`src/rtl/normaliser_pipe_if.sv`:
```
// Stream bundle for the mantissa normaliser: input sample channel and normalised result channel.
// The master drives samples and result-ready; the slave (the normaliser) drives the rest.
interface normaliser_pipe_if #(
  parameter int WIDTH   = 50,
  parameter int EXP_W   = 11,
  parameter int SHIFT_W = $clog2(WIDTH)
);
  logic               in_valid;
  logic               in_ready;
  logic [WIDTH-1:0]   in_mant;
  logic [EXP_W-1:0]   in_exp;
  logic               in_sig;
  logic               out_valid;
  logic               out_ready;
  logic [WIDTH-1:0]   out_mant;
  logic [EXP_W-1:0]   out_exp;
  logic [SHIFT_W-1:0] out_shift;
  logic               out_zero;
  logic               out_unf;

  modport master (
    output in_valid, in_mant, in_exp, in_sig, out_ready,
    input  in_ready, out_valid, out_mant, out_exp, out_shift, out_zero, out_unf
  );

  modport slave (
    input  in_valid, in_mant, in_exp, in_sig, out_ready,
    output in_ready, out_valid, out_mant, out_exp, out_shift, out_zero, out_unf
  );
endinterface

```
`src/rtl/normaliser_pipe.sv`:
```
// Two-stage valid/ready mantissa normaliser: S1 locates the leading significant bit,
// S2 clamps the shift against the exponent and left-shifts the mantissa.
module normaliser_pipe #(
  parameter int WIDTH   = 50,
  parameter int EXP_W   = 11,
  parameter int SHIFT_W = $clog2(WIDTH)
) (
  input logic              clk,
  input logic              rst,
  normaliser_pipe_if.slave bus
);
  localparam int CW = (EXP_W > SHIFT_W) ? EXP_W : SHIFT_W;

  function automatic logic [SHIFT_W-1:0] msb_index(input logic [WIDTH-1:0] v);
    msb_index = '0;
    for (int i = 0; i < WIDTH; i++)
      if (v[i]) msb_index = SHIFT_W'(i);
  endfunction

  logic s1_adv, s2_adv;

  logic               s1_valid_q;
  logic [WIDTH-1:0]   s1_mant_q;
  logic [EXP_W-1:0]   s1_exp_q;
  logic               s1_sig_q;
  logic [SHIFT_W-1:0] s1_p_q;
  logic               s1_zero_q;
  logic               s1_n2k_q;

  logic               s2_valid_q;
  logic [WIDTH-1:0]   s2_mant_q;
  logic [EXP_W-1:0]   s2_exp_q;
  logic [SHIFT_W-1:0] s2_shift_q;
  logic               s2_zero_q;
  logic               s2_unf_q;

  // Each stage loads when empty or when its content leaves this cycle.
  assign s2_adv       = ~s2_valid_q | bus.out_ready;
  assign s1_adv       = ~s1_valid_q | s2_adv;
  assign bus.in_ready = s1_adv;

  logic               neg;
  logic [WIDTH-1:0]   negated;
  logic [WIDTH-1:0]   lead_vec;
  logic [SHIFT_W-1:0] p_d;
  logic               zero_d;
  logic               n2k_d;

  // NOTE: every always_comb output gets a default first so no path leaves a latch behind.
  always_comb begin
    neg      = bus.in_sig & bus.in_mant[WIDTH-1];
    negated  = ~bus.in_mant + WIDTH'(1);
    lead_vec = neg ? ~bus.in_mant : bus.in_mant;
    zero_d   = (bus.in_mant == '0);
    // -2^k has a single set bit in its negation; that bit is the leading position k.
    n2k_d    = neg & ((negated & (negated - WIDTH'(1))) == '0);
    p_d      = n2k_d ? msb_index(negated) : msb_index(lead_vec);
  end

  // NOTE: state uses non-blocking assignments so every flop samples pre-edge values.
  // NOTE: data registers are reset too, so the out_* ports read 0 while rst is high.
  always_ff @(posedge clk or posedge rst) begin
    if (rst) begin
      s1_valid_q <= 1'b0;
      s1_mant_q  <= '0;
      s1_exp_q   <= '0;
      s1_sig_q   <= 1'b0;
      s1_p_q     <= '0;
      s1_zero_q  <= 1'b0;
      s1_n2k_q   <= 1'b0;
    end else if (s1_adv) begin
      s1_valid_q <= bus.in_valid;
      if (bus.in_valid) begin
        s1_mant_q <= bus.in_mant;
        s1_exp_q  <= bus.in_exp;
        s1_sig_q  <= bus.in_sig;
        s1_p_q    <= p_d;
        s1_zero_q <= zero_d;
        s1_n2k_q  <= n2k_d;
      end
    end
  end

  logic [CW-1:0]      target;
  logic [SHIFT_W-1:0] shift_d;
  logic [EXP_W-1:0]   exp_d;
  logic               unf_d;
  logic [WIDTH-1:0]   mant_d;

  always_comb begin
    target  = '0;
    shift_d = '0;
    exp_d   = '0;
    unf_d   = 1'b0;
    if (!s1_sig_q)
      target = CW'(WIDTH-1) - CW'(s1_p_q);
    else if (!(s1_n2k_q && (s1_p_q == SHIFT_W'(WIDTH-1))))
      target = CW'(WIDTH-2) - CW'(s1_p_q);
    // -2^(WIDTH-1) is already canonical, so its target stays 0.
    if (!s1_zero_q) begin
      if (target <= CW'(s1_exp_q)) begin
        shift_d = SHIFT_W'(target);
        exp_d   = s1_exp_q - EXP_W'(target);
      end else begin
        shift_d = SHIFT_W'(s1_exp_q);
        unf_d   = 1'b1;
      end
    end
    mant_d = s1_mant_q << shift_d;
  end

  always_ff @(posedge clk or posedge rst) begin
    if (rst) begin
      s2_valid_q <= 1'b0;
      s2_mant_q  <= '0;
      s2_exp_q   <= '0;
      s2_shift_q <= '0;
      s2_zero_q  <= 1'b0;
      s2_unf_q   <= 1'b0;
    end else if (s2_adv) begin
      s2_valid_q <= s1_valid_q;
      if (s1_valid_q) begin
        s2_mant_q  <= mant_d;
        s2_exp_q   <= exp_d;
        s2_shift_q <= shift_d;
        s2_zero_q  <= s1_zero_q;
        s2_unf_q   <= unf_d;
      end
    end
  end

  assign bus.out_valid = s2_valid_q;
  assign bus.out_mant  = s2_mant_q;
  assign bus.out_exp   = s2_exp_q;
  assign bus.out_shift = s2_shift_q;
  assign bus.out_zero  = s2_zero_q;
  assign bus.out_unf   = s2_unf_q;
endmodule

```
`src/flat_wrapper.sv`:
```
// flat-port wrapper written by rule: the top's interface ports become plain ports
module normaliser_pipe_flat 
#(
  parameter int WIDTH   = 50,
  parameter int EXP_W   = 11,
  parameter int SHIFT_W = $clog2(WIDTH)
)
  (clk, rst, bus_in_valid, bus_in_mant, bus_in_exp, bus_in_sig, bus_out_ready, bus_in_ready, bus_out_valid, bus_out_mant, bus_out_exp, bus_out_shift, bus_out_zero, bus_out_unf);
  normaliser_pipe_if #(.WIDTH(WIDTH), .EXP_W(EXP_W), .SHIFT_W(SHIFT_W)) bus_i ();
  input logic clk;
  input logic rst;
  input wire logic [$bits(bus_i.in_valid)-1:0] bus_in_valid;
  input wire logic [$bits(bus_i.in_mant)-1:0] bus_in_mant;
  input wire logic [$bits(bus_i.in_exp)-1:0] bus_in_exp;
  input wire logic [$bits(bus_i.in_sig)-1:0] bus_in_sig;
  input wire logic [$bits(bus_i.out_ready)-1:0] bus_out_ready;
  output wire logic [$bits(bus_i.in_ready)-1:0] bus_in_ready;
  output wire logic [$bits(bus_i.out_valid)-1:0] bus_out_valid;
  output wire logic [$bits(bus_i.out_mant)-1:0] bus_out_mant;
  output wire logic [$bits(bus_i.out_exp)-1:0] bus_out_exp;
  output wire logic [$bits(bus_i.out_shift)-1:0] bus_out_shift;
  output wire logic [$bits(bus_i.out_zero)-1:0] bus_out_zero;
  output wire logic [$bits(bus_i.out_unf)-1:0] bus_out_unf;
  assign bus_i.in_valid = bus_in_valid;
  assign bus_i.in_mant = bus_in_mant;
  assign bus_i.in_exp = bus_in_exp;
  assign bus_i.in_sig = bus_in_sig;
  assign bus_i.out_ready = bus_out_ready;
  assign bus_in_ready = bus_i.in_ready;
  assign bus_out_valid = bus_i.out_valid;
  assign bus_out_mant = bus_i.out_mant;
  assign bus_out_exp = bus_i.out_exp;
  assign bus_out_shift = bus_i.out_shift;
  assign bus_out_zero = bus_i.out_zero;
  assign bus_out_unf = bus_i.out_unf;
  normaliser_pipe #(.WIDTH(WIDTH), .EXP_W(EXP_W), .SHIFT_W(SHIFT_W)) u_core (.clk(clk), .rst(rst), .bus(bus_i));
endmodule
```
`config.mk`:
```
export PLATFORM = sky130hd
export DESIGN_NAME = normaliser_pipe_flat
export DESIGN_NICKNAME = d
export VERILOG_FILES = /design/src/rtl/normaliser_pipe_if.sv /design/src/rtl/normaliser_pipe.sv /design/src/flat_wrapper.sv
export SDC_FILE = /design/constraint.sdc
export NUM_CORES = 1
export LEC_CHECK = 0
export BUFFER_PORTS_ARGS = -buffer_cell sky130_fd_sc_hd__buf_2
export CORE_AREA = 8 8 195 197
export CTS_CLUSTER_SIZE = 14
export DETAILED_ROUTE_END_ITERATION = 8
export DIE_AREA = 0 0 203 205
export SKIP_LAST_GASP = 1
export SYNTH_ARGS = -nofsm -noshare
export SYNTH_HDL_FRONTEND = slang
export SYNTH_SLANG_ARGS = --single-unit
export TNS_END_PERCENT = 10
```
`constraint.sdc`:
```
create_clock -name clk -period 6.2 [get_ports clk]
set_input_delay 0 -clock clk [delete_from_list [all_inputs] [get_ports clk]]
set_output_delay 0 -clock clk [all_outputs]
set_load 0.02 [all_outputs]
```
# Yosys cells after proc, flatten, opt, wreduce, memory -nomap -nowiden
# Index checks and enable logic that the tools add are counted.
# word_totals
ram_bits	0
ff_bits	141
mem_bits_ro	0
wordCells	142
n_memories	0
latch_bits	0
out_inout_bits	71
input_bits	66
# classes
mux	108
reduce_logical	5
magnitude_cmp	1
n_addsub	5
n_mul	0
n_eq_ne	1
n_div	0
bitwise_logic	8
shift	1
# ops
operator	count
2-to-1 mux 6 bit	39
2-to-1 mux 5 bit	32
zero test 50 bit	2
2-to-1 mux 4 bit	16
adder 50 x 1 -> 50 bit, second input constant	1
AND 50 bit	1
2-to-1 mux 50 bit	1
NOT 50 bit	1
left shift 50 x 6 -> 50 bit	1
subtractor 50 x 1 -> 50 bit, second input constant	1
2-to-1 mux 11 bit	4
2-to-1 mux 3 bit	8
subtractor 6 x 6 -> 7 bit, first input constant	2
<= comparator 11 bit	1
subtractor 11 bit	1
2-to-1 mux 2 bit	4
== test 6 bit, second input constant	1
2-to-1 mux 1 bit	4
AND reduction 2 bit	2
AND 1 bit	2
NOT 1 bit	2
bitwise OR 1 bit	2
logical AND 1 bit	1

# Logic depth before layout (Yosys ltp)
# logic_depth
ltp_word	52
ltp_mapped	23
mapped_depth_nobuf	20

# Worst setup path after synthesis
# No wires, ideal clock.
# synth_path
path_type	reg2reg
startpoint	register u_core.s1_p_q[2]
endpoint	register u_core.s2_mant_q[49] (netlist: u_core.bus.out_mant[49])
n_path_buf	4
setup_slack_ns	1.126
arrival_time_ns	4.950
required_time_ns	6.076
path_stages_with_launch	22
setup_ns	0.124
path_cell_list	dfrtp_1 inv_1 ha_1 nor2b_1 and4_1 o22ai_1 inv_1 ha_1 nor2b_1 o21a_1 o21ai_0 a31oi_1 o21a_1 a211oi_1 clkbuf_1 clkbuf_1 buf_1 clkbuf_1 nor3_1 nor4_1 o22ai_1 a211o_1
# synth_between
elab_chain_len	8
word_cells_on_any_way	10
cone_classes	2 x add/sub; 1 x order compare; 1 x eq/ne; 1 x shift; 4 x mux; 1 x reduce/logical
# synth_lines
element	line	text
start, declared	normaliser_pipe.sv:26	logic [SHIFT_W-1:0] s1_p_q;
start signal, assigned	normaliser_pipe.sv:77	s1_p_q <= p_d;
parallel branches: the longest is 3 deep, another holds subtractor 6 x 6 -> 7 bit	-	
2-to-1 mux 11 bit *	normaliser_pipe.sv:95	if (!s1_sig_q)
<= comparator 11 bit	normaliser_pipe.sv:101	if (target <= CW'(s1_exp_q)) begin
2-to-1 mux 6 bit *	normaliser_pipe.sv:101	
2-to-1 mux 6 bit *	normaliser_pipe.sv:100	if (!s1_zero_q) begin
left shift 50 x 6 -> 50 bit *	normaliser_pipe.sv:109	mant_d = s1_mant_q << shift_d;
end signal, assigned	normaliser_pipe.sv:123	s2_mant_q <= mant_d;
end, declared	normaliser_pipe.sv:31	logic [WIDTH-1:0] s2_mant_q;
# Every way passes the cells marked *.
# A chain may end at the register's enable or synchronous reset.

# Worst setup path in the final report
# Ends and elaborated chain as after synthesis.

==> results.md <==
Timing:
- The setup-violating endpoint count in the final report is 0.
- The clock period minus worst slack is 5579 ps.
- Adding up every negative setup slack in the final design gives 0 ps.
- The max-slew violation count is 0.
- The measured slew at the worst slew-check pin is 947.9 ps.
- Derived from the worst setup path, the maximum achievable clock frequency is 0.1793 GHz.
- The count of final hold-check violations is 0.
- The worst path uses roughly nine tenths of the clock period.
- Between clock sinks in the finished design, the worst skew comes to 8.760 ps.
- The worst slew margin relative to its limit is 36.80%.
- Setup repair after global routing left no endpoint under its margin.

CTS:
- The maximum count of clock buffers along a single path is 2.
- The number of clock buffers added by TritonCTS is 17.
- The CTS tree is done.
- The root buffer cell chosen for the clock tree is clkbuf_16.
- Clock-pin slew was measured on the worst setup and hold paths at 70 ps.
- The number of clock sinks is 141.
- The insertion delay to the later sink of the worst-skew pair is 440 ps.
- The clock tree synthesis step divided the H-tree into 4 levels.

Worst setup path:
- The worst register-to-register path has a depth of 19.
- STA classifies the critical path endpoint as a register.
- Along the worst path, the maximum fanout reaches 27.
- The required time of the critical path is 6530 ps.
- For the worst setup path, the data arrival time is 5910 ps.
- STA classifies the critical path startpoint as a register.
- The category of the most critical setup path is reg2reg.

Power:
- In this run the power density over the cells is 363.4 nW/um^2.
- In this run switching power makes up 50.03% of total power.
- In this run the power spent charging and discharging nets is 2.911 mW.
- The post-layout total power is 5.819 mW.
- The relative contribution of the clock network to total power is 16.7%.
- Combinational cells account for 60.3% of the total power.
- Sequential cells burn 23.0% of the power.
- For this design the static power due to leakage is a little under 7 nW.
- The internal portion of the total power is 2.908 mW.
- The worst voltage drop across the vdd grid is 272.0 uV.

Drt:
- After detailed routing, the total wire length is ~56 mm.
- After detailed routing, the number of vias per cell comes to 6.269.
- The number of DRC markers after the initial detailed-route iteration is about 1800.
- The via count is 15550.
- The first-pass detailed-route iteration total is 5.
- The post-detailed-route wirelength per cell is 22.66 um.
- In the routed design, unresolved DRC markers number 0.
- The count of nets left with antenna violations once routing finished came out at 0.

Placed design:
- Buffers placed on the I/O ports in this run total roughly 140.
- Routability-driven placement finished with a final weighted congestion of 1.035.
- Once placement completed, the tool counted placed cells totaling 2393.
- The area after detailed placement is around 15000 sq um.
- The detailed-placement wirelength estimate is roughly 43 mm.

Cells and area:
- The post-route standard cell area excluding fillers is 16010 sq um.
- The count of antenna diodes in the layout is 0.
- The library cell used most frequently in the layout, excluding fill and tap cells, is nand2_1.
- After the last flow step, the layout net total stands at about 2100.
- Once layout is complete, the cells apart from fillers number 2480.
- The count of filler cells inserted in the layout is 3644.
- The library cells used most frequently in the layout, excluding fill and tap cells, are nand2_1, dfrtp_1, buf_2.
- Compared with the post-synthesis result, the final layout area differs by 15.85%.
- The proportion of layout cells with a drive suffix above 1 is 13.77%.

Synthesis:
- The number of nets in the synthesized netlist is 1980.
- The synthesized instance count is 1897.
- A synthesized cell averages 7.286 sq um.
- In this run, synthesis inferred 0 flip-flops with an integrated enable.
- The mapped cell area is 13820 sq um.
- The register area share after synthesis is 25.53%.
- The unique cell type count in the Yosys netlist is 86.
- For this run, the leading register cell type out of synthesis is dfrtp_1.
- Yosys printed 0 warnings.
- The share of flip-flops with an asynchronous set or reset is 100.0%.
- The flip-flop and latch count after synthesis is 141.

Min path:
- The count of cells along the worst hold path is 3.
- The class of the most critical hold timing path is in2reg.

Floorplan:
- The floorplan step set the die height to 205 um.
- The floorplan die area is 41620 sq um.
- The number of placement rows is between 60 and 70.
- The number of top-level pins is 137.
- The width of the die is between 200 and 250 um.
- The initial utilization of the core area, before any placement, comes to 39.53%.
- After floorplanning, the core was sized to cover 34960 sq um.

Global routing:
- The total overflow left after global routing is 0.
- The first global-routing pass estimated between 80 and 90 mm of wire.
- The via count of the first global-routing pass is 14730.
- The number of antenna violations at the first check in global routing is 1.
- The pin count of the biggest net entering global routing is 89.
- The overall track demand over capacity in global routing is 26.28%.

Run:
- The reported max-cap violation count is 0.

Outcome:
- The flow ran to the end, and the final reports show no timing, DRC or antenna violations.
[layer usage]
layer	track usage [%]	vias up	share of wire, %
met2	42.40	726	46
met1	35.73	7494	44
met5	0	-	0.021
li1	-	7213	-
met3	2.641	113	6.6
met4	10.54	2	3.5
[what timing repair did]
| action | in CTS | in global routing |
|---|---|---|
| hold buffers | 50 | 0 |
| resized for setup | 0 | 1 |
| endpoints found under the setup margin | 0 | 4 |
| buffers inserted | 0 | 4 |
| endpoints found under the hold margin | 135 | 0 |
[cells by family (layout without fill, tap and decap cells)]
kind of cell    count (synthesis)  after routing  synth area share [%]
compound gates                528            529                 25.56
xor+xnor                       64             64                 4.056
fa+ha+maj                      18             18                 1.666
buf+inv                       183            304                 5.242
flops                         141            141                 25.53
mux                           118            118                 8.664
simple gates                  845            845                 29.29
[synthesized netlist by cell type (20+ instances only)]
cell type  number  area [sq um]
nor3_1         54         270.3
nand4_1        24         150.1
clkbuf_1      119         446.7
or3_1          20         125.1
mux2i_1       105          1051
o31ai_1        20         150.1
a22oi_1        34         255.2
o21ai_0       130         650.6
a31oi_1        27         168.9
nand3_1        81         405.4
o22ai_1        40         250.2
a211oi_1       23         172.7
nand2_1       387          1453
inv_1          34         127.6
nor2_1        123         461.7
dfrtp_1       141          3528
nor4_1         28         175.2
xnor2_1        44         385.4
xor2_1         20         175.2
a21oi_1        87         435.4
nand2b_1       21         131.4
[state kept, by name (all words and copies together) (netlist names)]
name	flops
u_core.bus.out_valid	1
u_core.s1_n2k_q	1
u_core.bus.out_zero	1
u_core.bus.out_unf	1
u_core.bus.out_shift	6
u_core.bus.out_mant	50
u_core.s1_mant_q	50
u_core.s1_zero_q	1
u_core.bus.out_exp	11
u_core.s1_valid_q	1
u_core.s1_exp_q	11
u_core.s1_p_q	6
u_core.s1_sig_q	1
[layout make-up]
class | count | area [sq um] | area share [%]
repair buffers | 237 | 1589 | 9.924
clock inverters | 13 | 107.6 | 0.6720
well taps | 461 | 576.8 | 3.602
multi-input cells | 1574 | 9630 | 60.15
inverters | 35 | 136.4 | 0.8518
clock buffers | 19 | 442.9 | 2.766
flip-flops and latches | 141 | 3528 | 22.04
[power by group through the flow]
stage                     clock, mW  combinational [mW]  sequential [mW]
after floorplan                   0                2.11             1.52
after CTS                     0.985                3.44             1.34
after global placement            0                3.39             1.35
after global routing           1.02                3.78             1.37
after detailed placement          0                3.40             1.35
final                         0.969                3.51             1.34
[final timing paths]
path / from / endpoint / slack [ps]
worst max-delay path: u_core.s1_p_q[2]$_DFFE_PP0P_ / u_core.bus.out_mant[49]$_DFFE_PP0P_ / 620
worst min-delay path: bus_in_mant[2] / u_core.s1_mant_q[2]$_DFFE_PP0P_ / 20
worst max register to register: u_core.s1_p_q[2]$_DFFE_PP0P_ / u_core.bus.out_mant[49]$_DFFE_PP0P_ / 620
worst min register to register: u_core.bus.out_mant[25]$_DFFE_PP0P_ / u_core.bus.out_mant[25]$_DFFE_PP0P_ / 470
max in group asynchronous: rst / u_core.s1_mant_q[37]$_DFFE_PP0P_ / 4740
min in group asynchronous: rst / u_core.s1_exp_q[2]$_DFFE_PP0P_ / 260
[worst max-delay path: stages, from the launching register on]
cell	delay [ps]
dfrtp_1	410
inv_1	90
ha_1	190
nor2b_1	150
and4_1	220
o22ai_1	290
inv_1	100
ha_1	300
nor2b_1	130
o21a_1	170
o21ai_0	270
a31oi_1	260
o21ai_0	460
o311a_2	760
mux2_2	430
nor2_1	90
nor4_1	50
nor4_1	610
o22ai_1	180
a211o_1	290
[metrics by stage]
stage	worst slack, ps	util, %	hold WS [ps]
floorplan	1126	-	105.4
global placement	639.3	42.67	200.4
detailed placement	553.5	42.67	198.1
CTS	549.9	45.67	6.929
global route	140.3	45.79	32.64
finish	621.3	45.79	15.91
(Power assumes the default switching activity.)
